[config.mk]
export PLATFORM = sky130hd
export DESIGN_NAME = button_input
export DESIGN_NICKNAME = d
export VERILOG_FILES = /design/src/rtl/button_pkg.sv /design/src/rtl/button_channel.sv /design/src/rtl/button_input.sv
export SDC_FILE = /design/constraint.sdc
export NUM_CORES = 1
export LEC_CHECK = 0
export ABC_AREA = 1
export CORE_ASPECT_RATIO = 1.75
export CORE_MARGIN = 2
export CORE_UTILIZATION = 45
export CTS_CLUSTER_DIAMETER = 200
export DETAILED_ROUTE_END_ITERATION = 10
export SYNTH_ARGS = -nofsm -noshare
export SYNTH_HDL_FRONTEND = slang
export SYNTH_HIERARCHICAL = 1
export SYNTH_SLANG_ARGS = --single-unit
[constraint.sdc]
create_clock -name clk -period 3.8 [get_ports clk]
set_clock_uncertainty 0.15 [all_clocks]
set_input_delay 0.57 -clock clk [delete_from_list [all_inputs] [get_ports clk]]
set_output_delay 0.57 -clock clk [all_outputs]
set_load 0.05 [all_outputs]
[src/rtl/button_pkg.sv]
// Shared types and default parameters for the push-button input block.
// Contents:
//   btn_state_t       - per-button debounce FSM state
//   DEF_*             - default values for the button_input parameters
package button_pkg;

    typedef enum logic [1:0] {
        RELEASED  = 2'd0,
        PRESSING  = 2'd1,
        PRESSED   = 2'd2,
        RELEASING = 2'd3
    } btn_state_t;

    localparam int DEF_N_BTN        = 3;
    localparam int DEF_PRESCALE_W   = 16;
    localparam int DEF_STABLE_TICKS = 16;
    localparam int DEF_HOLD_TICKS   = 1500;
    localparam int DEF_ACTIVE_LOW   = 0;

endpackage

[src/rtl/button_channel.sv]
// One push-button channel: two-flop synchroniser, debounce FSM with
// debounce and hold counters, and registered level/event outputs.
// Ports:
//   clk, rst_n - system clock, asynchronous active-low reset
//   tick       - one-cycle prescaler tick shared by all channels
//   pin_raw    - asynchronous raw pin
//   level      - debounced level, 1 = pressed
//   press      - one-cycle pulse when level rises
//   rel        - one-cycle pulse when level falls
//   hold       - one-cycle pulse after a long continuous press
module button_channel
    import button_pkg::*;
#(
    parameter int STABLE_TICKS = DEF_STABLE_TICKS,
    parameter int HOLD_TICKS   = DEF_HOLD_TICKS,
    parameter int ACTIVE_LOW   = DEF_ACTIVE_LOW
) (
    input  logic clk,
    input  logic rst_n,
    input  logic tick,
    input  logic pin_raw,
    output logic level,
    output logic press,
    output logic rel,
    output logic hold
);

    localparam int DEB_W  = (STABLE_TICKS > 1) ? $clog2(STABLE_TICKS) : 1;
    localparam int HOLD_W = $clog2(HOLD_TICKS + 1);

    localparam logic              PIN_IDLE  = (ACTIVE_LOW != 0);
    localparam logic [DEB_W-1:0]  DEB_LAST  = DEB_W'(STABLE_TICKS - 1);
    localparam logic [HOLD_W-1:0] HOLD_MAX  = HOLD_W'(HOLD_TICKS);
    localparam logic [HOLD_W-1:0] HOLD_LAST = HOLD_W'(HOLD_TICKS - 1);

    logic              sync1_reg;
    logic              sync2_reg;
    logic              sync;
    btn_state_t        state_reg;
    logic [DEB_W-1:0]  deb_cnt_reg;
    logic [HOLD_W-1:0] hold_cnt_reg;
    logic              level_reg;
    logic              press_reg;
    logic              rel_reg;
    logic              hold_reg;

    // Synchroniser flops idle at the inactive pin value so that a pin held
    // through reset looks like a fresh edge once reset is released.
    always_ff @(posedge clk or negedge rst_n) begin
        if (!rst_n) begin
            sync1_reg <= PIN_IDLE;
            sync2_reg <= PIN_IDLE;
        end else begin
            sync1_reg <= pin_raw;
            sync2_reg <= sync1_reg;
        end
    end

    assign sync = sync2_reg ^ PIN_IDLE;

    // A sync change always wins over a coincident tick: the state reverts
    // and that tick does not count.
    always_ff @(posedge clk or negedge rst_n) begin
        if (!rst_n) begin
            state_reg    <= RELEASED;
            deb_cnt_reg  <= '0;
            hold_cnt_reg <= '0;
            level_reg    <= 1'b0;
            press_reg    <= 1'b0;
            rel_reg      <= 1'b0;
            hold_reg     <= 1'b0;
        end else begin
            press_reg <= 1'b0;
            rel_reg   <= 1'b0;
            hold_reg  <= 1'b0;
            case (state_reg)
                RELEASED: begin
                    if (sync) begin
                        state_reg   <= PRESSING;
                        deb_cnt_reg <= '0;
                    end
                end
                PRESSING: begin
                    if (!sync) begin
                        state_reg <= RELEASED;
                    end else if (tick) begin
                        if (deb_cnt_reg == DEB_LAST) begin
                            state_reg    <= PRESSED;
                            level_reg    <= 1'b1;
                            press_reg    <= 1'b1;
                            hold_cnt_reg <= '0;
                        end else begin
                            deb_cnt_reg <= deb_cnt_reg + DEB_W'(1);
                        end
                    end
                end
                PRESSED: begin
                    if (!sync) begin
                        state_reg   <= RELEASING;
                        deb_cnt_reg <= '0;
                    end else if (tick && (hold_cnt_reg != HOLD_MAX)) begin
                        // Saturating count: once it reaches HOLD_MAX the
                        // hold pulse cannot fire again during this press.
                        hold_cnt_reg <= hold_cnt_reg + HOLD_W'(1);
                        if (hold_cnt_reg == HOLD_LAST) begin
                            hold_reg <= 1'b1;
                        end
                    end
                end
                RELEASING: begin
                    // hold_cnt_reg is kept here so a release bounce cannot
                    // re-arm the hold event.
                    if (sync) begin
                        state_reg <= PRESSED;
                    end else if (tick) begin
                        if (deb_cnt_reg == DEB_LAST) begin
                            state_reg <= RELEASED;
                            level_reg <= 1'b0;
                            rel_reg   <= 1'b1;
                        end else begin
                            deb_cnt_reg <= deb_cnt_reg + DEB_W'(1);
                        end
                    end
                end
                default: begin
                    state_reg <= RELEASED;
                end
            endcase
        end
    end

    assign level = level_reg;
    assign press = press_reg;
    assign rel   = rel_reg;
    assign hold  = hold_reg;

endmodule

[src/rtl/button_input.sv]
// Push-button input block: N_BTN raw pins are synchronised, debounced
// against a shared free-running prescaler tick, and turned into clean
// levels plus press/release/hold event pulses.
// Ports:
//   clk, rst_n  - system clock, asynchronous active-low reset
//   btn_raw     - [1:N_BTN] asynchronous raw pins
//   btn_level   - [1:N_BTN] debounced level, 1 = pressed
//   btn_press   - [1:N_BTN] one-cycle pulse on level rise
//   btn_release - [1:N_BTN] one-cycle pulse on level fall
//   btn_hold    - [1:N_BTN] one-cycle pulse after HOLD_TICKS of press
module button_input
    import button_pkg::*;
#(
    parameter int N_BTN        = DEF_N_BTN,
    parameter int PRESCALE_W   = DEF_PRESCALE_W,
    parameter int STABLE_TICKS = DEF_STABLE_TICKS,
    parameter int HOLD_TICKS   = DEF_HOLD_TICKS,
    parameter int ACTIVE_LOW   = DEF_ACTIVE_LOW
) (
    input  logic             clk,
    input  logic             rst_n,
    input  logic [1:N_BTN]   btn_raw,
    output logic [1:N_BTN]   btn_level,
    output logic [1:N_BTN]   btn_press,
    output logic [1:N_BTN]   btn_release,
    output logic [1:N_BTN]   btn_hold
);

    logic [PRESCALE_W-1:0] prescale_reg;
    logic                  tick;

    // Free-running prescaler; the all-ones cycle is the tick and the
    // counter wraps to zero on the following edge.
    always_ff @(posedge clk or negedge rst_n) begin
        if (!rst_n) begin
            prescale_reg <= '0;
        end else begin
            prescale_reg <= prescale_reg + PRESCALE_W'(1);
        end
    end

    assign tick = &prescale_reg;

    genvar gi;
    generate
        for (gi = 1; gi <= N_BTN; gi++) begin : g_chan
            button_channel #(
                .STABLE_TICKS (STABLE_TICKS),
                .HOLD_TICKS   (HOLD_TICKS),
                .ACTIVE_LOW   (ACTIVE_LOW)
            ) u_chan (
                .clk     (clk),
                .rst_n   (rst_n),
                .tick    (tick),
                .pin_raw (btn_raw[gi]),
                .level   (btn_level[gi]),
                .press   (btn_press[gi]),
                .rel     (btn_release[gi]),
                .hold    (btn_hold[gi])
            );
        end
    endgenerate

endmodule

After elaboration in Yosys (flattened, before gate mapping)
Cells that the tools add are included.

Input port bits: 5. Word-level logic and storage cells: 237. Bits in registers: 85. Output and inout port bits: 12.

Equality and inequality tests: 60. Reduce and logical (&&, ||, !) cells: 25. Mux-type cells: 117. Add/sub/neg operators: 7.

Operators with widths (count): 11-bit 2-to-1 mux (15); 4-bit 2-to-1 mux (18); 11-bit one-hot mux with 2 select lines (3); 1-bit 2-to-1 mux (48); 2-bit 2-to-1 mux (24); 4-bit one-hot mux with 4 select lines (3); 2-bit by 1-bit inequality test with 1-bit output, second input constant (22); 6-bit AND reduction (6); 11-bit by 1-bit adder with 11-bit output, second input constant (3); 11-bit == test, second input constant (3); 11-bit inequality test, second input constant (3); 2-bit one-hot mux with 4 select lines (3); 7-bit AND reduction (3); 16-bit by 1-bit adder with 16-bit output, second input constant (1); 2-bit inequality test, second input constant (8); 16-bit AND reduction (1); 3-bit by 1-bit inequality test with 1-bit output, second input constant (5); 4-bit by 1-bit adder with 4-bit output, second input constant (3); 2-bit == test, second input constant (6); 4-bit == test, second input constant (3); 3-bit inequality test, second input constant (4); 4-bit AND reduction (3); 2-bit nonzero test (6); 3-bit by 2-bit inequality test with 1-bit output, second input constant (3); 4 further kinds (12).

Longest topological paths before layout
Gate-level depths: netlist of the first run.

Word-level depth: 5. Mapped depth: 11.

Modules after synthesis
Netlist of the first run, hierarchy kept.

By module, submodules not included: button_channel (g_chan[2].u_chan ...) (area each 1229.9 µm², sequential area each 575.6 µm², cells each 154, times used 2); button_channel (g_chan[1].u_chan) (area each 1247.4 µm², sequential area each 575.6 µm², cells each 153, times used 1); button_input (area each 812.0 µm², sequential area each 400.4 µm², cells each 91, times used 1).

Worst setup path after synthesis of the first run
OpenSTA, ideal clock, no wires.

Path type: reg2reg. Start: register prescale_reg[1]. End: register g_chan[2].u_chan.hold_cnt_reg[3]. Buffers on the path: 1. Cell stages (with the launch flop): 12. Path slack: 1424 ps. Library setup time: 126 ps. Clock period less this slack: 2376 ps. Data arrival time: 2099 ps. Cell sequence: dfrtp_1 ha_1 nand3_2 inv_2 nand3_1 nor3_2 nand4_1 nor2_1 nand2_1 buf_2 nand3_1 o21ai_0.

Cells in the longest elaborated chain, start to end: 4. Elaborated cells on any way between the ends: 5.

RTL lines: from (decl) (line button_input.sv:29) `logic [PRESCALE_W-1:0] prescale_reg;`; from (signal assigned) (line button_input.sv:38) `prescale_reg <= prescale_reg + PRESCALE_W'(1);`; 16-bit AND reduction * (line button_input.sv:42) `assign tick = &prescale_reg;`; net tick (line button_input.sv:30) `logic tick;`; 1-bit logical AND (line button_channel.sv:101) `end else if (tick && (hold_cnt_reg != HOLD_MAX)) begin`; 2-bit by 1-bit inequality test with 1-bit output (no source line); 6-bit AND reduction (no source line) *; to (signal assigned) (line button_channel.sv:104) `hold_cnt_reg <= hold_cnt_reg + HOLD_W'(1);`; to (decl) (line button_channel.sv:41) `logic [HOLD_W-1:0] hold_cnt_reg;`.

Mark *: on every way through the listed nets, which the timed path passes. The rest lies on a longest branch. A chain may end at the register's enable or synchronous reset.

Worst setup path in the final report of the first run
Start: register prescale_reg[1]. End: register g_chan[2].u_chan.hold_cnt_reg[7].

Same word-level chain as after synthesis.

==> results of run 1 <==
-- kinds of logic (layout without fill, tap and decap cells) --
group / Yosys count / in the layout / share of synthesized area
AND/OR/NAND/NOR: 295 / 295 / 0.3065
flip-flops: 85 / 85 / 0.4707
AO/OA/AOI/OAI: 51 / 51 / 0.05842
adder cells (fa/ha/maj): 10 / 10 / 0.02769
buffers and inverters: 82 / 100 / 0.08056
XOR/XNOR: 29 / 29 / 0.05620
-- critical path: stages, from the launching register on --
cell	delay (ns)
dfrtp_1	0.38
ha_1	0.22
nand3_2	0.12
inv_2	0.10
nand3_1	0.10
nor3_2	0.50
nand4_1	0.23
nor2_1	0.13
nand2_1	0.28
nand3_1	0.19
o21ai_0	0.09
-- metrics by stage --
stage | hold WS [ns] | total power, mW
after floorplan | 0.1244 | 0.9882
after global placement | 0.1904 | 1.020
after detailed placement | 0.1935 | 1.023
after CTS | 0.1046 | 1.895
after global routing | 0.1314 | 1.951
final | 0.08434 | 1.863
-- layout by cell type, fill, tap and decap left out, drive strengths merged, types with 4 or more instances in the layout --
master,Yosys,routed
nor2,67,67
nand2,132,132
clkdlybuf4s50,0,15
nor3,6,6
buf,14,4
dfrtp,85,85
xnor2,7,7
nand4,13,13
nand3,72,72
a21oi,5,5
xor2,22,22
inv,68,68
clkbuf,0,11
o21ai,44,44
ha,10,10
-- how the worst max path moves through the flow --
stage / to / startpoint / cells after the start
after floorplan: g_chan[2].u_chan/hold_cnt_reg[3] / prescale_reg[1] / 11
after global placement: g_chan[2].u_chan/hold_cnt_reg[6] / prescale_reg[1] / 10
after detailed placement: g_chan[2].u_chan/hold_cnt_reg[7] / prescale_reg[1] / 10
after CTS: g_chan[2].u_chan/hold_cnt_reg[7] / prescale_reg[1] / 10
after global routing: g_chan[3].u_chan/hold_cnt_reg[7] / prescale_reg[1] / 10
final: g_chan[2].u_chan/hold_cnt_reg[7] / prescale_reg[1] / 10
-- final cells by class --
cell class / instances / area (um2)
Fill cell: 939 / 4815
Clock inverter: 2 / 35.03
Sequential cell: 85 / 2127
Timing Repair Buffer: 19 / 180.2
Tap cell: 125 / 156.4
Multi-Input combinational cell: 385 / 2028
Inverter: 68 / 255.2
Clock buffer: 11 / 252.7
-- metal layers --
layer  track usage  share of wire  vias to the layer above
met4       0.09134          0.034                        0
li1              -              -                     1786
met5             0              0                        -
met1        0.2127           0.43                     1650
met3       0.03166          0.021                       23
met2        0.3067           0.51                       45
-- report_power, final --
group	internal (mW)	switching, mW	total [mW]
Clock	0.532	0.325	0.858
Sequential	0.924	0.0174	0.942
Combinational	0.0212	0.0424	0.0635
Total	1.48	0.385	1.86
==> impl_metrics.tcl, run 1 <==
set metrics [dict create \
    status "finished clean" \
    layout_min_cycle_time_ns 2.618 \
    nets 583 \
    rsz0062_at_grt "no" \
    die_w_um 79.76 \
    place_ws_ns 1.113 \
    fp.dieH_um 136.6 \
    tritoncts.num_buffers 9 \
    routedWlPerCell_um 12.20 \
    worst_pin_slew_ns 0.6331 \
    max_freq_ghz 0.3820 \
    ctsResizeCount 0 \
    core_um2 9849 \
    worstSetupPathType "flip-flop to flip-flop" \
    avgSynthCellArea_um2 8.187 \
    clk_latency_ns 0.33 \
    start_util 0.4588 \
    layout-drive-gt1-share 0.1018 \
    clock-sinks 85 \
    drv_cap 0 \
    yosysMostFrequentCell "nand2_1" \
    instances_no_fill 695 \
    p_per_area_nw_per_um2 370.1 \
    cts_max_path_buffers 2 \
    viasPerCell 5.042 \
    critPathRequiredTime_ns 3.86 \
    seq_area_frac_synth 0.4707 \
    yosys-top-cells-count "121 x nand2_1, 85 x dfrtp_1, 65 x nand3_1" \
    grt_max_degree 46 \
    hpwlAfterDp_um 6262 \
    design_area_um2 5035 \
    maxSlewViolCount 0 \
    reg2reg_to "g_chan[2].u_chan/hold_cnt_reg[7]" \
    rows 48 \
    hold_class "input pin to asynchronous set/reset pin" \
    pin_count 17 \
    tritoncts "built" \
    dp.cells 682 \
    syn_nets 567 \
    drt_iter0_drc 208 \
    relSlewSlack 0.5756 \
    synth_top_area_cell "dfrtp_1" \
    synth-seq-cells 85 \
    tns_ns 0 \
    vias 3504 \
    die-area_um2 10890 \
    critPathMaxFanout 13 \
    r2r_start "prescale_reg[1]" \
    h-tree-depth 3 \
    finalHoldViolations 0 \
    first_pass_iters 4 \
    placed_area_um2 4747 \
    area_growth_pct 11.41 \
    hold_buffers 0 \
    port_buffers 16 \
    ys_types 30 \
    gp_congestion 0.8465 \
    grt_antenna_before_repair 0 \
    irDropWorstVdd_mv 0.2587 \
    grt_first_pass_wirelength_um 15430 \
    largest_reg_flops 33 \
    cp-start-kind "flip-flop" \
    diodes 0 \
    drtAntennaViolNets 0 \
    utilization 0.5112 \
    synth_edf_count 0 \
    post_cts_buffers 0 \
    setup_viol 0 \
    netlist_area_um2 4519 \
    crit_path_end_kind "flip-flop" \
    cts-root-buf "clkbuf_16" \
    yosys_warnings 6 \
    post-route-period-util 0.6889 \
    timing.final.ws_setup_ns 1.182 \
    cp.arrival_ns 2.67 \
    synth_flop_cell "dfrtp_1" \
    reg2reg_depth 10 \
    rrSetupSlack_ns 1.18 \
    grt_pass1_vias 3536 \
    clkTransAtPathRegs_ns 0.06 \
    async_reset_ff_frac 1.000 \
    synth_top_area_share 0.4707 \
    leakage_nw 2.270 \
    synthCells 552 \
    grt_overflow 0 \
    routed_wl_um 8481 \
    grt_usage 0.1789 \
    drc 0 \
    synth_top_cells_by_area "dfrtp_1 47%, nand2_1 10%, nand3_1 7.2%, inv_1 5.1%, nor2_1 4.6%" \
]
No activity file was read; power rests on OpenSTA's default activity.
==> run 2, diff against run 1 <==
clock period = 2.62 ns   (was 3.8 ns; I/O delays follow)
==> run 2 against run 1 <==
Against the previous run:
- sequential share of layout area is 0.44 points lower
- critical path depth grew 1
- largest cell class unchanged
- global-route usage shrank 0.73 points
- flip-flop and latch count did not move
- final cell count grew 0.58%
- via count increased by 0.49%
- critical path type unchanged
==> impl_metrics.tcl, run 2 (synthesis results as in run 1) <==
set metrics [dict create \
    regArea_um2 2127 \
    hpwlAfterDp_um 6067 \
    use_met3 0.03430 \
    port_buffers 16 \
    post_cts_buffers 0 \
    p_per_area_nw_per_um2 555.4 \
    post-route-period-util 0.8887 \
    start_util 0.4588 \
    worstSetupPathType "flip-flop to flip-flop" \
    maxSlewViolCount 0 \
    grt_antenna_before_repair 0 \
    clkTransAtPathRegs_ns 0.06 \
    relSlewSlack 0.6289 \
    viasPerCell 5.037 \
    fillers 920 \
    finalHoldViolations 0 \
    grt_pass1_vias 3346 \
    use_met2 0.3035 \
    setup_viol 0 \
    nets 584 \
    crit_top_cell "nand3_1" \
    drtAntennaViolNets 0 \
    layout_min_cycle_time_ns 2.328 \
    dp.cells 682 \
    layout-drive-gt1-share 0.1028 \
    largest_reg_flops 33 \
    min_to "g_chan[1].u_chan/sync" \
    critPathMaxFanout 13 \
    critPathRequiredTime_ns 2.68 \
    die-area_um2 10890 \
    grt_overflow 0 \
    worst_pin_slew_ns 0.5567 \
    crit_path_end_kind "flip-flop" \
    clk_latency_ns 0.34 \
    r2r_start "prescale_reg[1]" \
    diodes 0 \
    max_freq_ghz 0.4295 \
    pin_count 17 \
    vias 3521 \
    top_usage_layer "met2" \
    layout_commonest_cell "nand2_1" \
    grt_usage 0.1716 \
    drc 0 \
    die_w_um 79.76 \
    cp.arrival_ns 2.39 \
    gp_congestion 0.8268 \
    tns_ns 0 \
    whs_path_depth 0 \
    layout_common_cells "121 x nand2_1, 85 x dfrtp_1, 65 x nand3_1" \
    instances_no_fill 699 \
    path_cells "ha_1 > nand3_2 > inv_2 > nand3_1 > nor3_2 > buf_4 > nand4_1 > nor2_1 > nand2_1 > nand3_1 > o21ai_0" \
    placed_area_um2 4760 \
    rows 48 \
    clock-sinks 85 \
    hp-start "g_chan[1].u_chan/sync1_reg" \
    hold_class "flip-flop to flip-flop" \
    grtUsageMet1 0.1962 \
    routed_wl_um 8631 \
    cts_max_path_buffers 2 \
    h-tree-depth 3 \
    cp-start-kind "flip-flop" \
    cts-root-buf "clkbuf_16" \
    whs_ns 0.2001 \
    multi_input_area_um2 2028 \
    cpMaxStageDelayCell "dfrtp_1" \
    tritoncts.num_buffers 9 \
    reg2reg_depth 11 \
    reg2reg_to "g_chan[2].u_chan/hold_cnt_reg[6]" \
    rrSetupSlack_ns 0.29 \
    core_um2 9849 \
    irDropWorstVdd_mv 0.3755 \
    area_growth_pct 12.57 \
    leakage_nw 2.286 \
    fp.dieH_um 136.6 \
    tritoncts "built" \
    status "finished clean" \
    finalPower_mw 2.826 \
    rsz0062_at_grt "no" \
    grt_max_degree 45 \
    design_area_um2 5087 \
    grt_first_pass_wirelength_um 14750 \
    critPathMaxStageDelay_ns 0.38 \
    drv_cap 0 \
    routedWlPerCell_um 12.35 \
    first_pass_iters 4 \
    drt_iter0_drc 160 \
]
## run 2: through the flow
stage	worst slack (ns)	utilization
after floorplan	0.2445	-
after global placement	0.3867	0.4832
after detailed placement	0.2994	0.4832
after CTS	0.2693	0.5165
after global routing	0.03156	0.5165
final	0.2915	0.5165
## run 2: cell type report
cell class / count / area share
inverters: 68 / 0.05017
clock buffers: 11 / 0.04575
well taps: 125 / 0.03074
repair buffers: 20 / 0.03984
flip-flops and latches: 85 / 0.4181
clock inverters: 5 / 0.01672
multi-input cells: 385 / 0.3987
## run 2: timing repair
item,in CTS,in global routing
resized for setup,0,0
setup endpoints to repair,0,0
hold buffers,1,0
hold endpoints to repair,41,0
## run 2: metal layers
layer,routed length [um],up-vias
met4,212,0
met5,0,-
met3,220,21
li1,-,1797
met2,4552,56
met1,3646,1647
## run 2: how the worst max path moves through the flow
| stage | startpoint | endpoint | slack [ns] | depth (start not counted) |
|---|---|---|---|---|
| after floorplan | prescale_reg[1] | g_chan[2].u_chan/hold_cnt_reg[3] | 0.24 | 11 |
| after global placement | prescale_reg[1] | g_chan[2].u_chan/hold_cnt_reg[6] | 0.39 | 11 |
| after detailed placement | prescale_reg[1] | g_chan[3].u_chan/hold_cnt_reg[7] | 0.30 | 11 |
| after CTS | prescale_reg[1] | g_chan[2].u_chan/hold_cnt_reg[6] | 0.27 | 11 |
| after global routing | prescale_reg[1] | g_chan[2].u_chan/hold_cnt_reg[6] | 0.03 | 11 |
| final | prescale_reg[1] | g_chan[2].u_chan/hold_cnt_reg[6] | 0.29 | 11 |
## run 2: report_power, final
| group | internal, mW | switching, mW | leakage [nW] | total (mW) |
|---|---|---|---|---|
| clock network | 0.839 | 0.526 | 0.150 | 1.37 |
| logic | 0.0328 | 0.0611 | 0.989 | 0.0939 |
| registers | 1.34 | 0.0260 | 1.15 | 1.37 |
## run 2: worst max-delay path: cells and delay by family (launching register included)
kind | cells | cell delay (ns)
simple gates | 7 | 1.06
flops | 1 | 0.38
buf+inv | 2 | 0.28
fa+ha+maj | 1 | 0.21
compound gates | 1 | 0.10
